### src/rtl/vid_tim_gen_if.sv
// rtl/vid_tim_gen_if.sv - control, timing and video output bundle for vid_tim_gen
//
// Purpose: groups every non-clock/reset signal of the raster timing generator.
// Ports (all carried as interface members):
//   ena, buf_swap, free_run, hpol, vpol        control inputs to the generator
//   Thsync, Thgdel, Thgate, Thlen  [HW-1:0]    horizontal timing, each value minus one
//   Tvsync, Tvgdel, Tvgate, Tvlen  [VW-1:0]    vertical timing, each value minus one
//   hsync, vsync, daten, frame_start, busy     registered video outputs
// Modports: master = generator side, slave = frame-buffer / pixel-stage side.

interface vid_tim_gen_if #(
  parameter int HW = 16,
  parameter int VW = 12
);
  logic          ena;
  logic          buf_swap;
  logic          free_run;
  logic          hpol;
  logic          vpol;
  logic [HW-1:0] Thsync;
  logic [HW-1:0] Thgdel;
  logic [HW-1:0] Thgate;
  logic [HW-1:0] Thlen;
  logic [VW-1:0] Tvsync;
  logic [VW-1:0] Tvgdel;
  logic [VW-1:0] Tvgate;
  logic [VW-1:0] Tvlen;
  logic          hsync;
  logic          vsync;
  logic          daten;
  logic          frame_start;
  logic          busy;

  modport master (
    input  ena, buf_swap, free_run, hpol, vpol,
    input  Thsync, Thgdel, Thgate, Thlen, Tvsync, Tvgdel, Tvgate, Tvlen,
    output hsync, vsync, daten, frame_start, busy
  );

  modport slave (
    output ena, buf_swap, free_run, hpol, vpol,
    output Thsync, Thgdel, Thgate, Thlen, Tvsync, Tvgdel, Tvgate, Tvlen,
    input  hsync, vsync, daten, frame_start, busy
  );
endinterface

### src/rtl/vid_tim_gen.sv
// rtl/vid_tim_gen.sv - programmable H+V raster timing generator with one-shot / free-run frames
//
// Purpose: generates hsync/vsync/daten/frame_start for one frame per buf_swap rising edge,
//   or continuously while free_run is high. Timing is captured into shadows at each frame start.
// Ports:
//   clk    in  pixel clock
//   rst_n  in  asynchronous active-low reset
//   vif    vid_tim_gen_if.master: ena, buf_swap (async), free_run, hpol, vpol, T* timing in;
//          hsync, vsync, daten, frame_start, busy out (registered)

module vid_tim_gen #(
  parameter int HW          = 16,
  parameter int VW          = 12,
  parameter int SYNC_STAGES = 2
) (
  input  logic              clk,
  input  logic              rst_n,
  vid_tim_gen_if.master     vif
);

  // Two guard bits keep start/end sums from ever wrapping.
  localparam int HX = HW + 2;
  localparam int VX = VW + 2;

  typedef enum logic {IDLE, ACTIVE} state_t;

  state_t                 state, state_nxt;
  logic                   load;

  logic [SYNC_STAGES-1:0] sync_q;
  logic                   swap_d;
  logic                   swap_pend;
  logic                   swap_rise;

  logic [HW-1:0]          hcnt;
  logic [VW-1:0]          vcnt;
  logic [HW-1:0]          thsync_s, thgdel_s, thgate_s, thlen_s;
  logic [VW-1:0]          tvsync_s, tvgdel_s, tvgate_s, tvlen_s;

  logic                   line_end, frame_end;
  logic [HX-1:0]          hgs, hge;
  logic [VX-1:0]          vgs, vge;
  logic                   hs, vs, hg, vg;

  assign swap_rise = sync_q[SYNC_STAGES-1] & ~swap_d;
  assign line_end  = (hcnt == thlen_s);
  assign frame_end = line_end & (vcnt == tvlen_s);

  assign hgs = HX'(thsync_s) + HX'(thgdel_s) + HX'(2);
  assign hge = hgs + HX'(thgate_s);
  assign vgs = VX'(tvsync_s) + VX'(tvgdel_s) + VX'(2);
  assign vge = vgs + VX'(tvgate_s);

  assign hs = (hcnt <= thsync_s);
  assign vs = (vcnt <= tvsync_s);
  assign hg = (HX'(hcnt) >= hgs) && (HX'(hcnt) <= hge);
  assign vg = (VX'(vcnt) >= vgs) && (VX'(vcnt) <= vge);

  // buf_swap synchroniser and edge detector; not gated by ena so requests are never lost.
  always_ff @(posedge clk or negedge rst_n) begin
    if (!rst_n) begin
      sync_q    <= '0;
      swap_d    <= 1'b0;
      swap_pend <= 1'b0;
    end else begin
      sync_q <= {sync_q[SYNC_STAGES-2:0], vif.buf_swap};
      swap_d <= sync_q[SYNC_STAGES-1];
      // A new edge in the same cycle as consumption must survive, so set wins.
      if (swap_rise)
        swap_pend <= 1'b1;
      else if (load)
        swap_pend <= 1'b0;
    end
  end

  always_ff @(posedge clk or negedge rst_n) begin
    if (!rst_n)
      state <= IDLE;
    else
      state <= state_nxt;
  end

  // load marks a frame start: either from IDLE or a back-to-back restart at end of frame.
  always_comb begin
    state_nxt = state;
    load      = 1'b0;
    case (state)
      IDLE: begin
        if (vif.ena && (swap_pend || vif.free_run)) begin
          state_nxt = ACTIVE;
          load      = 1'b1;
        end
      end
      ACTIVE: begin
        if (vif.ena && frame_end) begin
          if (vif.free_run || swap_pend)
            load = 1'b1;
          else
            state_nxt = IDLE;
        end
      end
      default: state_nxt = IDLE;
    endcase
  end

  always_ff @(posedge clk or negedge rst_n) begin
    if (!rst_n) begin
      hcnt     <= '0;
      vcnt     <= '0;
      thsync_s <= '0;
      thgdel_s <= '0;
      thgate_s <= '0;
      thlen_s  <= '0;
      tvsync_s <= '0;
      tvgdel_s <= '0;
      tvgate_s <= '0;
      tvlen_s  <= '0;
    end else if (load) begin
      hcnt     <= '0;
      vcnt     <= '0;
      thsync_s <= vif.Thsync;
      thgdel_s <= vif.Thgdel;
      thgate_s <= vif.Thgate;
      thlen_s  <= vif.Thlen;
      tvsync_s <= vif.Tvsync;
      tvgdel_s <= vif.Tvgdel;
      tvgate_s <= vif.Tvgate;
      tvlen_s  <= vif.Tvlen;
    end else if (vif.ena && state == ACTIVE) begin
      if (line_end) begin
        hcnt <= '0;
        vcnt <= frame_end ? '0 : vcnt + 1'b1;
      end else begin
        hcnt <= hcnt + 1'b1;
      end
    end
  end

  // Output stage: one clock behind the counters; idle level is the inactive sync level.
  always_ff @(posedge clk or negedge rst_n) begin
    if (!rst_n) begin
      vif.hsync       <= 1'b0;
      vif.vsync       <= 1'b0;
      vif.daten       <= 1'b0;
      vif.frame_start <= 1'b0;
      vif.busy        <= 1'b0;
    end else if (vif.ena) begin
      if (state == ACTIVE) begin
        vif.hsync       <= hs ^ vif.hpol;
        vif.vsync       <= vs ^ vif.vpol;
        vif.daten       <= hg & vg;
        vif.frame_start <= (hcnt == '0) && (vcnt == '0);
        vif.busy        <= 1'b1;
      end else begin
        vif.hsync       <= vif.hpol;
        vif.vsync       <= vif.vpol;
        vif.daten       <= 1'b0;
        vif.frame_start <= 1'b0;
        vif.busy        <= 1'b0;
      end
    end
  end

endmodule

### src/flat_wrapper.sv
// flat-port wrapper written by rule: the top's interface ports become plain ports
module vid_tim_gen_flat 
#(
  parameter int HW          = 16,
  parameter int VW          = 12,
  parameter int SYNC_STAGES = 2
)
  (clk, rst_n, vif_ena, vif_buf_swap, vif_free_run, vif_hpol, vif_vpol, vif_Thsync, vif_Thgdel, vif_Thgate, vif_Thlen, vif_Tvsync, vif_Tvgdel, vif_Tvgate, vif_Tvlen, vif_hsync, vif_vsync, vif_daten, vif_frame_start, vif_busy);
  vid_tim_gen_if #(.HW(HW), .VW(VW)) vif_i ();
  input  logic clk;
  input  logic rst_n;
  input wire logic [$bits(vif_i.ena)-1:0] vif_ena;
  input wire logic [$bits(vif_i.buf_swap)-1:0] vif_buf_swap;
  input wire logic [$bits(vif_i.free_run)-1:0] vif_free_run;
  input wire logic [$bits(vif_i.hpol)-1:0] vif_hpol;
  input wire logic [$bits(vif_i.vpol)-1:0] vif_vpol;
  input wire logic [$bits(vif_i.Thsync)-1:0] vif_Thsync;
  input wire logic [$bits(vif_i.Thgdel)-1:0] vif_Thgdel;
  input wire logic [$bits(vif_i.Thgate)-1:0] vif_Thgate;
  input wire logic [$bits(vif_i.Thlen)-1:0] vif_Thlen;
  input wire logic [$bits(vif_i.Tvsync)-1:0] vif_Tvsync;
  input wire logic [$bits(vif_i.Tvgdel)-1:0] vif_Tvgdel;
  input wire logic [$bits(vif_i.Tvgate)-1:0] vif_Tvgate;
  input wire logic [$bits(vif_i.Tvlen)-1:0] vif_Tvlen;
  output wire logic [$bits(vif_i.hsync)-1:0] vif_hsync;
  output wire logic [$bits(vif_i.vsync)-1:0] vif_vsync;
  output wire logic [$bits(vif_i.daten)-1:0] vif_daten;
  output wire logic [$bits(vif_i.frame_start)-1:0] vif_frame_start;
  output wire logic [$bits(vif_i.busy)-1:0] vif_busy;
  assign vif_i.ena = vif_ena;
  assign vif_i.buf_swap = vif_buf_swap;
  assign vif_i.free_run = vif_free_run;
  assign vif_i.hpol = vif_hpol;
  assign vif_i.vpol = vif_vpol;
  assign vif_i.Thsync = vif_Thsync;
  assign vif_i.Thgdel = vif_Thgdel;
  assign vif_i.Thgate = vif_Thgate;
  assign vif_i.Thlen = vif_Thlen;
  assign vif_i.Tvsync = vif_Tvsync;
  assign vif_i.Tvgdel = vif_Tvgdel;
  assign vif_i.Tvgate = vif_Tvgate;
  assign vif_i.Tvlen = vif_Tvlen;
  assign vif_hsync = vif_i.hsync;
  assign vif_vsync = vif_i.vsync;
  assign vif_daten = vif_i.daten;
  assign vif_frame_start = vif_i.frame_start;
  assign vif_busy = vif_i.busy;
  vid_tim_gen #(.HW(HW), .VW(VW), .SYNC_STAGES(SYNC_STAGES)) u_core (.clk(clk), .rst_n(rst_n), .vif(vif_i));
endmodule
### config.mk
export PLATFORM = sky130hd
export DESIGN_NAME = vid_tim_gen_flat
export DESIGN_NICKNAME = d
export VERILOG_FILES = /design/src/rtl/vid_tim_gen_if.sv /design/src/rtl/vid_tim_gen.sv /design/src/flat_wrapper.sv
export SDC_FILE = /design/constraint.sdc
export NUM_CORES = 1
export LEC_CHECK = 0
export ABC_AREA = 0
export BUFFER_PORTS_ARGS = -buffer_cell sky130_fd_sc_hd__buf_2
export CAP_MARGIN = 15
export CORE_UTILIZATION = 55
export DETAILED_ROUTE_END_ITERATION = 12
export PLACE_DENSITY = 0.73
export SYNTH_ARGS = -nofsm -noshare
export SYNTH_HDL_FRONTEND = slang
export SYNTH_SLANG_ARGS = --single-unit
### constraint.sdc
create_clock -name clk -period 13.5 [get_ports clk]
set_input_delay 1.35 -clock clk [delete_from_list [all_inputs] [get_ports clk]]
set_output_delay 1.35 -clock clk [all_outputs]
set_load 0.03 [all_outputs]
* Yosys cells after proc, flatten, opt, wreduce, memory -nomap -nowiden
Index checks and enable logic that the tools add are counted.
** Operators by class
- Add/subtract/negate cells :: 8
- $lt $le $gt $ge :: 6
- Equality and inequality tests :: 2
- Mux-type cells :: 20
- Bitwise gates (word level) :: 7
- Reduce and logical (&&, ||, !) cells :: 13
** Operators with widths (number)
- 12-bit 2-to-1 mux :: 4
- 16-bit 2-to-1 mux :: 3
- 18-bit by 16-bit adder with 18-bit output :: 1
- 18-bit by 2-bit adder with 18-bit output, second input constant :: 1
- 16-bit by 18-bit greater-or-equal comparator with 1-bit output :: 1
- 16-bit by 18-bit <= comparator with 1-bit output :: 1
- 16-bit by 16-bit adder with 17-bit output :: 1
- 16-bit by 1-bit adder with 16-bit output, second input constant :: 1
- 16-bit == test :: 1
- 16-bit <= comparator :: 1
- 16-bit logical NOT :: 1
- 14-bit by 12-bit adder with 14-bit output :: 1
- 14-bit by 2-bit adder with 14-bit output, second input constant :: 1
- 12-bit by 14-bit greater-or-equal comparator with 1-bit output :: 1
- 12-bit by 14-bit <= comparator with 1-bit output :: 1
- 12-bit by 12-bit adder with 13-bit output :: 1
- 12-bit by 1-bit adder with 12-bit output, second input constant :: 1
- 12-bit == test :: 1
- 12-bit <= comparator :: 1
- 12-bit logical NOT :: 1
- 1-bit 2-to-1 mux :: 11
- 1-bit logical AND :: 6
- 2-bit nonzero test :: 3
- 1-bit one-hot mux with 2 select lines :: 2
- other kinds (5) :: 9
** Storage, ports and cells
- Register bits :: 150
- Bits of input ports :: 119
- Output and inout bits :: 5
- Word-level logic and storage cells :: 75

* Logic depth before layout (Yosys ltp)
- Word-level depth :: 7
- Gate-level depth with buffers :: 27
- Mapped depth without buffers :: 27

* Worst setup path before layout
No wires, ideal clock.
- Kind :: flip-flop to flip-flop
- From :: register u_core.thsync_s[0]
- To :: register u_core.vif.daten
- Arrival :: 5.245 ns
- Data required time :: 13.396 ns
- Slack :: 8.152 ns
- Stages on the path, launching flop included :: 27
- Buffers on the path :: 0
- Cells stage by stage :: dfrtp_1 ha_1 inv_1 fa_1 nand2b_1 a21oi_1 xor2_1 nand3_1 nor3b_1 nor2b_1 and2_1 xor2_1 ha_1 or2_2 a21oi_1 a21oi_1 a21o_1 a21oi_1 xor2_1 ha_1 nand4_1 nor2_1 a2111oi_0 o211ai_1 o211ai_1 a41oi_1 o41ai_2
** On the way
- Longest elaborated chain between the ends :: 7
** Ends and longest elaborated chain
- start, declared :: RTL line vid_tim_gen.sv:37 : logic [HW-1:0] thsync_s, thgdel_s, thgate_s, thlen_s;
- start signal, assigned :: RTL line vid_tim_gen.sv:121 : thsync_s <= vif.Thsync;
- 16-bit by 16-bit adder with 17-bit output * :: RTL line vid_tim_gen.sv:49 : assign hgs = HX'(thsync_s) + HX'(thgdel_s) + HX'(2);
- 18-bit by 2-bit adder with 18-bit output * :: RTL line vid_tim_gen.sv:49
- 18-bit by 16-bit adder with 18-bit output :: RTL line vid_tim_gen.sv:50 : assign hge = hgs + HX'(thgate_s);
- 16-bit by 18-bit <= comparator with 1-bit output :: RTL line vid_tim_gen.sv:56 : assign hg = (HX'(hcnt) >= hgs) && (HX'(hcnt) <= hge);
- 1-bit logical AND * :: RTL line vid_tim_gen.sv:56
- 1-bit bitwise AND * :: RTL line vid_tim_gen.sv:151 : vif.daten <= hg & vg;
- 1-bit 2-to-1 mux * :: RTL line vid_tim_gen.sv:148 : if (state == ACTIVE) begin
- end signal, assigned :: RTL line vid_tim_gen.sv:151
- end, declared :: RTL line vid_tim_gen_if.sv:37 : output hsync, vsync, daten, frame_start, busy
Every way passes the cells marked *; elsewhere a longest branch is shown, timed or not.
A chain may end at the register's enable or synchronous reset.

* Worst setup path in the final report
Same ends and word-level chain as after synthesis.

==> results_dict.tcl <==
set metrics [dict create \
    cts_tree "yes" \
    clock_latency_ns 0.43 \
    postCtsSetupBuffers 0 \
    grt_pass1_wl_um 44600 \
    drt-total-wl_um 26900 \
    dp_hpwl_um 20800 \
    fin_tns_setup_ns 0 \
    finalSetupViolations 0 \
    synth_compound_area_share_pct 10.9 \
    routedWlPerCell_um 17.8 \
    layout.nets 1502 \
    synth-xor-area-share_pct 9.13 \
    synth_common_cells "150 x dfrtp_1, 146 x ha_1, 77 x inv_1, 69 x mux2_4, 67 x nor2_1" \
    dieWidth_um 147 \
    end_kind "flop" \
    initial_core_util_pct 56.5 \
    first_pass_iters 4 \
    num_rows 52 \
    worstPathRequired_ns 13.83 \
    top_level_ports 124 \
    status "completed" \
    worstSetupPathType "flop to flop" \
    drive_gt1_share_pct 23.0 \
    p_leak_uw 0.00660 \
    die_height_um 147 \
    grt_util_all_layers_pct 26.4 \
    cts_hold_buf 0 \
    critPathArrivalTime_ns 6.41 \
    finalWorstSetupSlack_ns 7.42 \
    die_area_um2 21500 \
    synth_area_per_cell_um2 10.4 \
    fmax_ghz 0.164 \
    p_total_uw 2130 \
    place_area_um2 12300 \
    power_density_nw_per_um2 166 \
    synthSimpleGateAreaFrac_pct 12.5 \
    hp-class "flop to flop" \
    synth_async_sr_flop_share_pct 100 \
    synth_area_um2 11500 \
    synth_seq_cells 150 \
    drc 0 \
    synth-warning-count 0 \
    worst_setup_hold_path_clk_slew_ns 0.06 \
    gp_congestion 0.887 \
    report.final.slew_viol_count 0 \
    hold_viol 0 \
    yosysSeqAreaShare_pct 32.6 \
    root_buffer "clkbuf_16" \
    antenna_found_initial 0 \
    period_share_pct 45.1 \
    first_iter_violations 503 \
    tightest_slew_ns 0.800 \
    io_buffers 123 \
    max_cap_violations 0 \
    cts-resized-gates 0 \
    yosysTopAreaCell "dfrtp_1" \
    cts_buffers 17 \
    coreArea_um2 20400 \
    critPathMaxFanout 4 \
    pre_cts_ws_ns 7.54 \
    synth_edf_count 0 \
    setup.worst_path.start_class "flop" \
    grt-ovfl-total 0 \
    diodes 0 \
    num_vias 8643 \
    synthMuxAreaShare_pct 13.7 \
    cts_max_level 4 \
    synthesis.nets 1381 \
    final.setup_skew_ns 0.0120 \
    synth.distinct_cells 66 \
    ir_drop_mv 0.108 \
    cts_sinks 150 \
    viasPerCell 5.70 \
    synth_area_leaders "dfrtp_1 33%, ha_1 16%, mux2_4 9.0%" \
    synthToLayoutAreaGrowth_pct 11.7 \
    ant_nets 0 \
    synth_top_family_by_area "adder cells" \
    finalNonFillerCells 1516 \
    syn_inst 1112 \
    rsz0062_at_grt "no" \
    yosysMostFrequentCell "dfrtp_1" \
    relSlewSlack_pct 46.7 \
    grt_max_degree 90 \
    fin_crit_ns 6.08 \
    synth-main-ff-cell "dfrtp_1" \
    grt_pass1_vias 8713 \
    clock_path_buffers 2 \
    synth_fa_ha_area_share_pct 16.6 \
    dp.cells 1484 \
    fin_area_um2 12900 \
    yosys.area.top_type_share_pct 32.6 \
]
layout by cell type (no fill, tap or decap), types with 17 or more instances in the layout:
master,instances
a21o_1,23
nor2_1,67
nand2_1,50
nand4_1,29
clkbuf_16,17
nand3_1,28
xnor2_1,54
dfrtp_1,150
mux2_4,69
inv_1,77
xor2_1,66
mux2_2,46
o21ai_0,37
ha_1,146
buf_2,122
a21oi_1,60
nor3_1,21
stage by stage:
| stage | util, % | hold slack, ns |
|---|---|---|
| 4_1_cts | 63.1 | 0.351 |
| 2_1_floorplan | - | 0.331 |
| 5_1_grt | 63.1 | 0.354 |
| 3_3_place_gp | 60.2 | 0.338 |
| 3_5_place_dp | 60.2 | 0.336 |
| 6_report | 63.1 | 0.348 |
flip-flops by register name, summed over array words and instances, names as in the netlist:
name	flops
u_core.tvgate_s	12
u_core.swap_pend	1
u_core.thgdel_s	16
u_core.swap_d	1
u_core.thsync_s	16
u_core.state	1
u_core.thgate_s	16
u_core.tvlen_s	12
u_core.hcnt	16
u_core.vif.frame_start	1
u_core.tvgdel_s	12
u_core.vif.vsync	1
u_core.vif.daten	1
u_core.tvsync_s	12
u_core.vif.busy	1
u_core.vcnt	12
u_core.vif.hsync	1
u_core.sync_q	2
u_core.thlen_s	16
metal layers:
metal | share of wire (%) | vias to the layer above | global-route usage [%]
li1 | - | 4242 | -
met1 | 45 | 4143 | 33.2
met2 | 48 | 211 | 45.2
met3 | 4.2 | 47 | 4.56
met4 | 2.8 | 0 | 9.74
met5 | 0 | - | 0
where the power goes:
group	total (uW)	switching (uW)	internal [uW]	leakage, uW
registers	584	74.9	509	0.00189
logic	1060	573	487	0.00443
clock network	485	208	277	0.000285
total	2130	855	1270	0.00660
worst max-delay path, stage by stage (launching register included):
cell	delay [ns]
dfrtp_1	0.38
ha_1	0.21
inv_1	0.06
fa_1	0.39
nand2b_1	0.19
a21oi_1	0.35
nor3_1	0.10
xor2_1	0.19
nor3b_1	0.36
nor2b_1	0.34
and2_1	0.19
xor2_1	0.21
ha_1	0.29
or2_2	0.28
a21oi_1	0.14
a21oi_1	0.10
a21o_1	0.21
a21oi_1	0.16
xor2_1	0.17
ha_1	0.26
nand4_1	0.10
nor2_1	0.07
a2111oi_0	0.40
o211ai_1	0.16
o211ai_1	0.21
a41oi_1	0.09
o41ai_2	0.35
cell families (layout without fill, tap and decap cells):
family | count (synthesis) | count (layout)
AO/OA/AOI/OAI | 193 | 193
XOR/XNOR | 120 | 120
adder cells (fa/ha/maj) | 150 | 150
buffers and inverters | 102 | 236
flip-flops | 150 | 150
multiplexers | 117 | 117
AND/OR/NAND/NOR | 280 | 280
final cells by class:
class	count	area [um2]
Tap cell	270	338
Sequential cell	150	3750
Inverter	77	289
Timing Repair Buffer	127	652
Clock buffer	17	425
Multi-Input combinational cell	860	7230
Clock inverter	15	168
Fill cell	1620	7510
worst paths after layout:
| path | slack (ns) | cells past startpoint | start | to |
|---|---|---|---|---|
| min in group asynchronous | 0.99 | 1 | rst_n | u_core.thgdel_s[12] |
| worst min register to register | 0.35 | 0 | u_core.sync_q[0] | u_core.sync_q[1] |
| worst max-delay path | 7.42 | 26 | u_core.thsync_s[0] | u_core.vif.daten |
| worst min-delay path | 0.35 | 0 | u_core.sync_q[0] | u_core.sync_q[1] |
| worst max register to register | 7.42 | 26 | u_core.thsync_s[0] | u_core.vif.daten |
| max in group asynchronous | 11.20 | 2 | rst_n | u_core.vcnt[9] |
Note: power is estimated with default switching activity, not from simulation.
